`config.mk`:
```
export PLATFORM = sky130hd
export DESIGN_NAME = mda_crtc_flat
export DESIGN_NICKNAME = d
export VERILOG_FILES = /design/src/rtl/mda_crtc_pkg.sv /design/src/rtl/mda_crtc_if.sv /design/src/rtl/mda_crtc_sync_edge.sv /design/src/rtl/mda_crtc.sv /design/src/flat_wrapper.sv
export SDC_FILE = /design/constraint.sdc
export NUM_CORES = 1
export LEC_CHECK = 0
export CAP_MARGIN = 20
export CELL_PAD_IN_SITES_DETAIL_PLACEMENT = 1
export CELL_PAD_IN_SITES_GLOBAL_PLACEMENT = 2
export CORE_MARGIN = 3
export CORE_UTILIZATION = 29
export CTS_CLUSTER_DIAMETER = 120
export CTS_CLUSTER_SIZE = 12
export DETAILED_ROUTE_END_ITERATION = 16
export PLACE_DENSITY_LB_ADDON = 0.15
export RECOVER_POWER = 100
export SETUP_SLACK_MARGIN = 0.1
export SLEW_MARGIN = 15
export SYNTH_ARGS = -nofsm -noshare
export SYNTH_HDL_FRONTEND = slang
export SYNTH_SLANG_ARGS = --single-unit
```
`constraint.sdc`:
```
create_clock -name iClk -period 2.01 [get_ports iClk]
set_clock_uncertainty 0.1 [all_clocks]
set_input_delay 0.402 -clock iClk [delete_from_list [all_inputs] [get_ports iClk]]
set_output_delay 0.402 -clock iClk [all_outputs]
set_load 0.02 [all_outputs]
```
`src/rtl/mda_crtc_pkg.sv`:
```
// Shared constants for the MDA CRTC: register indices, port offsets,
// mode-register bit positions and the cursor blink mode encoding.
package mda_pkg;

    localparam logic [4:0] R_CUR_START = 5'd10;
    localparam logic [4:0] R_CUR_END   = 5'd11;
    localparam logic [4:0] R_START_HI  = 5'd12;
    localparam logic [4:0] R_START_LO  = 5'd13;
    localparam logic [4:0] R_CUR_HI    = 5'd14;
    localparam logic [4:0] R_CUR_LO    = 5'd15;

    localparam logic [3:0] OFF_MODE   = 4'd8;
    localparam logic [3:0] OFF_STATUS = 4'd10;

    localparam int MODE_HIRES = 0;
    localparam int MODE_VIDEO = 3;
    localparam int MODE_BLINK = 5;

    typedef enum logic [1:0] {
        CUR_STEADY = 2'b00,
        CUR_OFF    = 2'b01,
        CUR_FAST   = 2'b10,
        CUR_SLOW   = 2'b11
    } cursor_mode_e;

endpackage

```
`src/rtl/mda_crtc_if.sv`:
```
// CPU I/O bus between a bus master and the MDA CRTC register block.
// Strobes are single-cycle; oIoAck pulses one cycle after a decoded access.
interface mda_crtc_if;
    logic [15:0] iIoAddr;
    logic [7:0]  iIoData;
    logic        iIoWr;
    logic        iIoRd;
    logic [7:0]  oIoData;
    logic        oIoAck;

    modport master (output iIoAddr, iIoData, iIoWr, iIoRd,
                    input  oIoData, oIoAck);
    modport slave  (input  iIoAddr, iIoData, iIoWr, iIoRd,
                    output oIoData, oIoAck);
endinterface

```
`src/rtl/mda_crtc_sync_edge.sv`:
```
// Two-flop synchronizer for an asynchronous level, plus a rising-edge pulse
// taken from a third flop that resets low (a level high out of reset is an edge).
module mda_sync_edge (
    input  logic iClk,
    input  logic iRst,
    input  logic iAsync,
    output logic oSync,
    output logic oRise
);

    logic r_meta;
    logic r_sync;
    logic r_prev;

    always_ff @(posedge iClk) begin
        if (iRst) begin
            r_meta <= 1'b0;
            r_sync <= 1'b0;
            r_prev <= 1'b0;
        end else begin
            r_meta <= iAsync;
            r_sync <= r_meta;
            r_prev <= r_sync;
        end
    end

    assign oSync = r_sync;
    assign oRise = r_sync & ~r_prev;

endmodule

```
`src/rtl/mda_crtc.sv`:
```
// MDA CRTC CPU-side register file: 6845-style index/data pair, mode and status.
// Optional macro MDA_CRTC_SHADOW_EN: start address latched at vblank for tear-free scrolling.
module mda_crtc
    import mda_pkg::*;
#(
    parameter logic [15:0] BASE       = 16'h03B0,
    parameter int          BLINK_BITS = 5
) (
    input  logic        iClk,
    input  logic        iRst,
    mda_crtc_if.slave   io,
    input  logic        iVBlank,
    input  logic        iBlank,
    output logic [13:0] oStartAddr,
    output logic [13:0] oCursorAddr,
    output logic [4:0]  oCursorStart,
    output logic [4:0]  oCursorEnd,
    output logic        oCursorOn,
    output logic        oAttrBlink,
    output logic        oVideoEn,
    output logic        oHiRes,
    output logic        oBlinkEn
);

    logic [15:0] w_off;
    logic [3:0]  w_sel;
    logic        w_hit, w_wr, w_rd, w_idx_sel, w_data_sel;
    logic        w_vb_s, w_vb_rise, w_bl_s, w_bl_rise;
    logic [7:0]  w_rdata;
    logic        w_unused;
    cursor_mode_e w_cur_mode;

    logic [4:0]  r_index;
    logic [6:0]  r_r10;
    logic [4:0]  r_r11;
    logic [5:0]  r_r12;
    logic [7:0]  r_r13;
    logic [5:0]  r_r14;
    logic [7:0]  r_r15;
    logic [5:0]  r_mode;
    logic [BLINK_BITS-1:0] r_cnt;
    logic        r_ack;
    logic [7:0]  r_rdata;
`ifdef MDA_CRTC_SHADOW_EN
    logic [5:0]  r_s12;
    logic [7:0]  r_s13;
`endif

    mda_sync_edge u_vb_sync (.iClk(iClk), .iRst(iRst), .iAsync(iVBlank),
                             .oSync(w_vb_s), .oRise(w_vb_rise));
    mda_sync_edge u_bl_sync (.iClk(iClk), .iRst(iRst), .iAsync(iBlank),
                             .oSync(w_bl_s), .oRise(w_bl_rise));

    // Addresses below BASE wrap to large offsets and miss the decode.
    assign w_off      = io.iIoAddr - BASE;
    assign w_sel      = w_off[3:0];
    assign w_hit      = (w_off[15:4] == 12'd0);
    assign w_wr       = io.iIoWr & w_hit;
    assign w_rd       = io.iIoRd & ~io.iIoWr & w_hit;
    assign w_idx_sel  = ~w_sel[3] & ~w_sel[0];
    assign w_data_sel = ~w_sel[3] &  w_sel[0];

    always_comb begin
        w_rdata = 8'hFF;
        if (w_idx_sel) begin
            w_rdata = {3'b000, r_index};
        end else if (w_data_sel) begin
            w_rdata = 8'h00;
            if (r_index == R_CUR_HI)
                w_rdata = {2'b00, r_r14};
            else if (r_index == R_CUR_LO)
                w_rdata = r_r15;
        end else if (w_sel == OFF_STATUS) begin
            w_rdata = {4'hF, w_vb_s, 2'b00, w_bl_s};
        end
    end

    always_ff @(posedge iClk) begin
        if (iRst) begin
            r_index <= '0;
            r_r10   <= '0;
            r_r11   <= '0;
            r_r12   <= '0;
            r_r13   <= '0;
            r_r14   <= '0;
            r_r15   <= '0;
            r_mode  <= '0;
            r_cnt   <= '0;
            r_ack   <= 1'b0;
            r_rdata <= 8'h00;
`ifdef MDA_CRTC_SHADOW_EN
            r_s12   <= '0;
            r_s13   <= '0;
`endif
        end else begin
            r_ack <= w_wr | w_rd;
            if (w_rd)
                r_rdata <= w_rdata;
            if (w_wr) begin
                if (w_idx_sel) begin
                    r_index <= io.iIoData[4:0];
                end else if (w_data_sel) begin
                    case (r_index)
                        R_CUR_START: r_r10 <= io.iIoData[6:0];
                        R_CUR_END:   r_r11 <= io.iIoData[4:0];
`ifdef MDA_CRTC_SHADOW_EN
                        R_START_HI:  r_s12 <= io.iIoData[5:0];
                        R_START_LO:  r_s13 <= io.iIoData;
`else
                        R_START_HI:  r_r12 <= io.iIoData[5:0];
                        R_START_LO:  r_r13 <= io.iIoData;
`endif
                        R_CUR_HI:    r_r14 <= io.iIoData[5:0];
                        R_CUR_LO:    r_r15 <= io.iIoData;
                        default:     ;
                    endcase
                end else if (w_sel == OFF_MODE) begin
                    r_mode <= io.iIoData[5:0];
                end
            end
            if (w_vb_rise)
                r_cnt <= r_cnt + 1'b1;
`ifdef MDA_CRTC_SHADOW_EN
            if (w_vb_rise) begin
                r_r12 <= r_s12;
                r_r13 <= r_s13;
            end
`endif
        end
    end

    assign w_cur_mode = cursor_mode_e'(r_r10[6:5]);

    always_comb begin
        oCursorOn = 1'b1;
        case (w_cur_mode)
            CUR_STEADY: oCursorOn = 1'b1;
            CUR_OFF:    oCursorOn = 1'b0;
            CUR_FAST:   oCursorOn = r_cnt[3];
            CUR_SLOW:   oCursorOn = r_cnt[4];
            default:    oCursorOn = 1'b1;
        endcase
    end

    assign oStartAddr   = {r_r12, r_r13};
    assign oCursorAddr  = {r_r14, r_r15};
    assign oCursorStart = r_r10[4:0];
    assign oCursorEnd   = r_r11;
    assign oVideoEn     = r_mode[MODE_VIDEO];
    assign oHiRes       = r_mode[MODE_HIRES];
    assign oBlinkEn     = r_mode[MODE_BLINK];
    assign oAttrBlink   = r_mode[MODE_BLINK] & r_cnt[4];
    assign io.oIoData   = r_rdata;
    assign io.oIoAck    = r_ack;

    // Blank edge pulse and the undefined mode bits have no consumer.
    assign w_unused = w_bl_rise | r_mode[4] | r_mode[2] | r_mode[1];

endmodule

```
`src/flat_wrapper.sv`:
```
// flat-port wrapper written by rule: the top's interface ports become plain ports
module mda_crtc_flat import mda_pkg::*;
#(
    parameter logic [15:0] BASE       = 16'h03B0,
    parameter int          BLINK_BITS = 5
)
  (iClk, iRst, iVBlank, iBlank, oStartAddr, oCursorAddr, oCursorStart, oCursorEnd, oCursorOn, oAttrBlink, oVideoEn, oHiRes, oBlinkEn, io_iIoAddr, io_iIoData, io_iIoWr, io_iIoRd, io_oIoData, io_oIoAck);
  mda_crtc_if io_i ();
  input  logic iClk;
  input  logic iRst;
  input  logic iVBlank;
  input  logic iBlank;
  output logic [13:0] oStartAddr;
  output logic [13:0] oCursorAddr;
  output logic [4:0] oCursorStart;
  output logic [4:0] oCursorEnd;
  output logic oCursorOn;
  output logic oAttrBlink;
  output logic oVideoEn;
  output logic oHiRes;
  output logic oBlinkEn;
  input wire logic [$bits(io_i.iIoAddr)-1:0] io_iIoAddr;
  input wire logic [$bits(io_i.iIoData)-1:0] io_iIoData;
  input wire logic [$bits(io_i.iIoWr)-1:0] io_iIoWr;
  input wire logic [$bits(io_i.iIoRd)-1:0] io_iIoRd;
  output wire logic [$bits(io_i.oIoData)-1:0] io_oIoData;
  output wire logic [$bits(io_i.oIoAck)-1:0] io_oIoAck;
  assign io_i.iIoAddr = io_iIoAddr;
  assign io_i.iIoData = io_iIoData;
  assign io_i.iIoWr = io_iIoWr;
  assign io_i.iIoRd = io_iIoRd;
  assign io_oIoData = io_i.oIoData;
  assign io_oIoAck = io_i.oIoAck;
  mda_crtc #(.BASE(BASE), .BLINK_BITS(BLINK_BITS)) u_core (.iClk(iClk), .iRst(iRst), .io(io_i), .iVBlank(iVBlank), .iBlank(iBlank), .oStartAddr(oStartAddr), .oCursorAddr(oCursorAddr), .oCursorStart(oCursorStart), .oCursorEnd(oCursorEnd), .oCursorOn(oCursorOn), .oAttrBlink(oAttrBlink), .oVideoEn(oVideoEn), .oHiRes(oHiRes), .oBlinkEn(oBlinkEn));
endmodule
```
==> metrics, run 1 <==
status=finished clean; count of different cell masters after synthesis=40; critical path's top delay family=buffers and inverters; First-pass DRT Iterations=4; IO Pins=82; Slew Viols, Final=0; CTS tree=yes; Critical Path AT=1.42 ns; Avg Inst Size Synth=10.02 um2; worst skew pair latency=0.35 ns; Die Height=106.8 um; Worst R2R Setup Slack=0.42 ns; Area Overhead vs Synth=45.92%; # clock sinks=67; crit-path max FO=3; WP data required=1.51 ns; die area=11400 um2; final instance area=4298 um2; max cap viols=0; # diodes=0; CP startpoint kind=flip-flop; Post-DRT Antenna Nets=0; total negative slack=0 ns; worst path bufs/invs=1; slowest CP cell=dlygate4sd3_1; RSZ-0062 raised after global routing=yes; Worst Setup End Kind=output port; routed length per placed instance=16.44 um; hold_buf cts=0; Post-route DRC=0; placed cells=515; number of vias per cell=4.655; mapped cell area=2945 um2; Placer Congestion=0.7139; Clk Tree Root Cell=clkbuf_8; layout cells sized above 1=12.31%; GRT Total Usage=15.81%; Clock Path Buffers=2; power density over the cells=653.5 nW/um2; Reg2Reg Depth=6; Post-synth top flop=dfxtp_1; final setup vio count=0; Relative slew margins=49.53%; vias in the first global route=2639; HP Class=flip-flop to flip-flop; Post-synth ARST share=0%; Post-synth EDFFs=0; Die Width=106.8 um; Highest Clock Rate=0.5197 GHz; Crit path depth=1; final cell count without fillers=531; Post-Route WL=8.728 mm; worst-margin pin slew=0.7570 ns; final hold vios=0; reg2reg end=u_core.r_r10[2]; CP Class=flip-flop to output port; hpwl dp=6.339 mm; CP endpoint=oCursorAddr[9]; Initial Utilization=29.99%; post-synthesis register bit count=67; period utilization=95.74%; leakage power=1.953 nW; largest net degree at the start of global routing=39; Iter 0 DRT Violations=65; Mapped Cells=294; synthesis warning total=0; GRT overflow=0; Peak VDD IR=0.2735 mV; max incr delay on CP=0.70 ns; post-synth net total=325; first-pass GRT wire length=13.91 mm; Post-layout nets=424; H-tree levels=3; post-synthesis sequential area ratio=45.54%; via count=2472; min Tclk post-route=1.924 ns; RR Startpoint=u_core.r_index[4]; Fill cells=1152; IO Port Bufs=81; CP startpoint=u_core.r_r14[1]; total CTS buffers=9; DP Area=4044 um2; Row Count=36; initial antenna violation count=0; clock-pin slew on the worst setup and hold paths=0.08 ns; hold_ws=0.3540 ns; worst path cell trace=dlygate4sd3_1; Core Footprint=9819 um2
[registers in the layout, summed over array words and instances (netlist names), 3 cells and up]
signal / flops
u_core.oCursorEnd: 5
u_core.r_r15: 8
u_core.r_mode: 3
u_core.r_r14: 6
u_core.r_index: 5
u_core.r_cnt: 5
u_core.r_r10: 7
u_core.r_r12: 6
u_core.io.oIoData: 8
u_core.r_r13: 8
[Yosys cell counts, drive strengths merged (3+ instances only)]
cell type / n / area (um2)
a211oi: 7 / 52.55
nor2: 16 / 60.06
clkbuf: 9 / 33.78
nor2b: 7 / 43.79
nand2: 9 / 33.78
buf: 11 / 67.57
nor3: 5 / 25.02
mux2i: 52 / 520.5
a31oi: 5 / 31.28
nand3b: 3 / 22.52
o21ai: 4 / 20.02
nand2b: 53 / 331.6
xor2: 3 / 26.28
nand4: 6 / 43.79
o21bai: 3 / 22.52
a21oi: 4 / 20.02
dfxtp: 67 / 1341
nand3: 5 / 25.02
[metrics by stage]
| step | setup WS, ns | total power, mW | utilization [%] |
|---|---|---|---|
| 5_1_grt | 0.03794 | 2.922 | 43.77 |
| 4_1_cts | 0.05531 | 2.850 | 43.44 |
| 3_3_place_gp | -0.3005 | 1.542 | 41.18 |
| 2_1_floorplan | 0.2030 | 1.439 | - |
| 3_5_place_dp | -0.3304 | 1.544 | 41.18 |
| 6_report | 0.08572 | 2.809 | 43.77 |
[report_power, final]
group | internal, mW | total [mW] | switching [mW]
Combinational | 0.0926 | 0.175 | 0.0828
Sequential | 1.33 | 1.33 | 0.00290
Clock | 0.707 | 1.30 | 0.592
[per-layer routing]
| metal | global-route usage (%) | routed length, um | up-vias |
|---|---|---|---|
| met5 | 0 | 0 | - |
| met3 | 4.515 | 437 | 9 |
| met2 | 24.82 | 3845 | 69 |
| met4 | 4.658 | 95 | 0 |
| met1 | 21.13 | 4350 | 1168 |
| li1 | - | - | 1226 |
[cell families after synthesis]
family	synth area share [%]
compound gates	6.287
xor+xnor	1.190
fa+ha+maj	0.4247
buf+inv	3.568
flops	45.54
mux	17.67
simple gates	25.32
[worst min path at each step]
| stage | end | cells past startpoint | startpoint | slack (ns) |
|---|---|---|---|---|
| 2_1_floorplan | u_core.u_bl_sync.oSync | 1 | u_core.u_bl_sync.r_meta | 0.31 |
| 3_3_place_gp | u_core.u_bl_sync.oSync | 1 | u_core.u_bl_sync.r_meta | 0.33 |
| 6_report | u_core.u_bl_sync.oSync | 1 | u_core.u_bl_sync.r_meta | 0.35 |
| 3_5_place_dp | u_core.u_vb_sync.oSync | 1 | u_core.u_vb_sync.r_meta | 0.34 |
| 5_1_grt | u_core.u_bl_sync.oSync | 1 | u_core.u_bl_sync.r_meta | 0.37 |
| 4_1_cts | u_core.r_cnt[1] | 2 | iRst | 0.30 |
[layout by cell type (no fill, tap or decap), types with 3 or more instances in the layout]
cell type,netlist,final
dlygate4sd3_1,0,45
nand2b_1,53,53
clkbuf_1,9,8
nor2b_1,7,7
nor3_1,5,4
xor2_1,3,3
nor2_1,16,16
o21bai_1,3,3
a31oi_1,5,5
clkdlybuf4s50_1,0,21
clkbuf_8,0,9
nand3_1,5,5
mux2i_1,52,52
dfxtp_1,67,67
buf_4,5,20
nand4_1,5,5
dlymetal6s2s_1,0,7
nand2_1,9,7
a211oi_1,7,7
o21ai_0,4,4
nand3b_1,3,3
a21oi_1,4,4
[final cells by class]
cell class                 instances  area [um2]  area share (%)
timing repair buffer             108        1007           23.44
clock buffer                       9       123.9           2.882
multi-input combinational        206        1554           36.16
tap                              133       166.4           3.872
inverter                           1       3.754         0.08734
clock inverter                     7       101.3           2.358
sequential                        67        1341           31.21
[what timing repair did]
action	in CTS	in global routing
pin swaps	0	3
resized for setup	3	25
setup endpoints to repair	16	40
buffers inserted	0	0
Note: power is estimated with default switching activity, not from simulation.
==> run 2: changes to the inputs <==
--- a/config.mk
+++ b/config.mk
@@ -15,7 +15,8 @@
 export DETAILED_ROUTE_END_ITERATION = 16
 export PLACE_DENSITY_LB_ADDON = 0.15
 export RECOVER_POWER = 100
-export SETUP_SLACK_MARGIN = 0.1
+export SETUP_SLACK_MARGIN = 0.05
+export SKIP_LAST_GASP = 1
 export SLEW_MARGIN = 15
 export SYNTH_ARGS = -nofsm -noshare
 export SYNTH_HDL_FRONTEND = slang
==> run 2 against run 1 <==
Net effect:
- sequential power about the same
- register-to-register slack about the same
- combinational power about the same
- global-route usage about the same
- critical path depth unchanged
- worst hold slack about the same
- die area unchanged
- utilization increased by 0.089 points
==> metrics, run 2 (same netlist as run 1, synthesis figures left out) <==
status=finished clean; hold path depth=1; Die Height=106.8 um; final cell count without fillers=531; RSZ-0062 raised after global routing=no; period utilization=96.05%; Clock Path Buffers=2; Peak VDD IR=0.2742 mV; first-pass GRT wire length=13.92 mm; Post-route DRC=0; Placer Congestion=0.7139; Post-Route WL=8.690 mm; critical path's top delay family=buffers and inverters; WP data required=1.51 ns; H-tree levels=3; Core Footprint=9819 um2; max incr delay on CP=0.69 ns; min Tclk post-route=1.931 ns; number of vias per cell=4.693; Post-layout nets=424; RR Startpoint=u_core.r_index[2]; IO Port Bufs=81; max cap viols=0; hpwl dp=6.339 mm; Setup WS pre-CTS=-0.3304 ns; GRT Total Usage=15.82%; total CTS buffers=9; reg2reg end=u_core.r_r13[5]; Worst R2R Setup Slack=0.41 ns; GRT overflow=0; leakage power=1.982 nW; crit-path max FO=3; Iter 0 DRT Violations=60; CTS tree=yes; commonest non-fill, non-tap cell in the layout=dfxtp_1; Relative slew margins=49.15%; Reg2Reg Depth=5; worst path cell trace=dlygate4sd3_1; # diodes=0; final setup vio count=0; worst skew pair latency=0.35 ns; Clk Tree Root Cell=clkbuf_8; via count=2492; die area=11400 um2; slowest CP cell=dlygate4sd3_1; Critical Path AT=1.43 ns; Worst Setup End Kind=output port; largest net degree at the start of global routing=39; Highest Clock Rate=0.5180 GHz; Initial Utilization=29.99%; Die Width=106.8 um; First-pass DRT Iterations=4; placed cells=515; HP Class=flip-flop to flip-flop; CP Class=flip-flop to output port; Post-DRT Antenna Nets=0; most frequent cells in the layout=67 x dfxtp_1, 53 x nand2b_1, 52 x mux2i_1; post-CTS setup buffer count=0; routed length per placed instance=16.37 um; worst hold start=u_core.u_bl_sync.r_meta; worst-margin pin slew=0.7627 ns; layout cells sized above 1=12.06%; Slew Viols, Final=0; Util after Layout=43.86%; CP startpoint kind=flip-flop; Row Count=36; power density over the cells=650.8 nW/um2; IO Pins=82; # clock sinks=67; hold_ws=0.3541 ns; worst path bufs/invs=1; initial antenna violation count=0; hold path endpoint=u_core.u_bl_sync.oSync; clock-pin slew on the worst setup and hold paths=0.08 ns; final hold vios=0; setup slack after layout=0.07945 ns; Area Overhead vs Synth=46.22%; vias in the first global route=2637
==> run 2: worst max path at each step <==
| stage | to | cells after the start | startpoint |
|---|---|---|---|
| 2_1_floorplan | u_core.r_r15[0] | 5 | io_iIoAddr[11] |
| 3_3_place_gp | u_core.r_r12[2] | 6 | io_iIoAddr[11] |
| 3_5_place_dp | u_core.r_r12[2] | 6 | io_iIoAddr[6] |
| 4_1_cts | u_core.r_r12[1] | 6 | io_iIoAddr[5] |
| 5_1_grt | u_core.r_r13[5] | 6 | io_iIoAddr[13] |
| 6_report | oCursorAddr[12] | 1 | u_core.r_r14[4] |
==> run 2: per-stage QoR <==
| stage | cell area, um2 | total power [mW] | setup TNS (ns) |
|---|---|---|---|
| after floorplan | 2945 | 1.439 | 0 |
| after global placement | 4044 | 1.542 | -10.63 |
| after detailed placement | 4044 | 1.544 | -11.39 |
| after CTS | 4267 | 2.850 | 0 |
| after global routing | 4307 | 2.921 | 0 |
| final | 4307 | 2.803 | 0 |
==> run 2: where the power goes <==
part / total, mW / internal, mW / switching (mW)
registers: 1.33 / 1.33 / 0.00290
logic: 0.176 / 0.0925 / 0.0831
clock network: 1.29 / 0.707 / 0.586
==> run 2: area by class of cell <==
class / instances / area (um2)
fill: 1148 / 5513
multi-input combinational: 206 / 1531
sequential: 67 / 1341
timing repair buffer: 108 / 1039
tap: 133 / 166.4
clock buffer: 9 / 123.9
clock inverter: 7 / 101.3
inverter: 1 / 3.754
==> run 2: metal layers <==
layer  routed length [um]  GRT usage, %  vias up
li1                     -             -     1232
met1                 4308         21.16     1187
met2                 3884         24.82       65
met3                  414         4.515        8
met4                   83         4.658        0
met5                    0             0        -
==> run 2: what timing repair did <==
action,CTS,global route
resized for setup,2,15
endpoints found under the setup margin,2,33
pin swaps,0,4
cloned,0,0
hold buffers,0,0
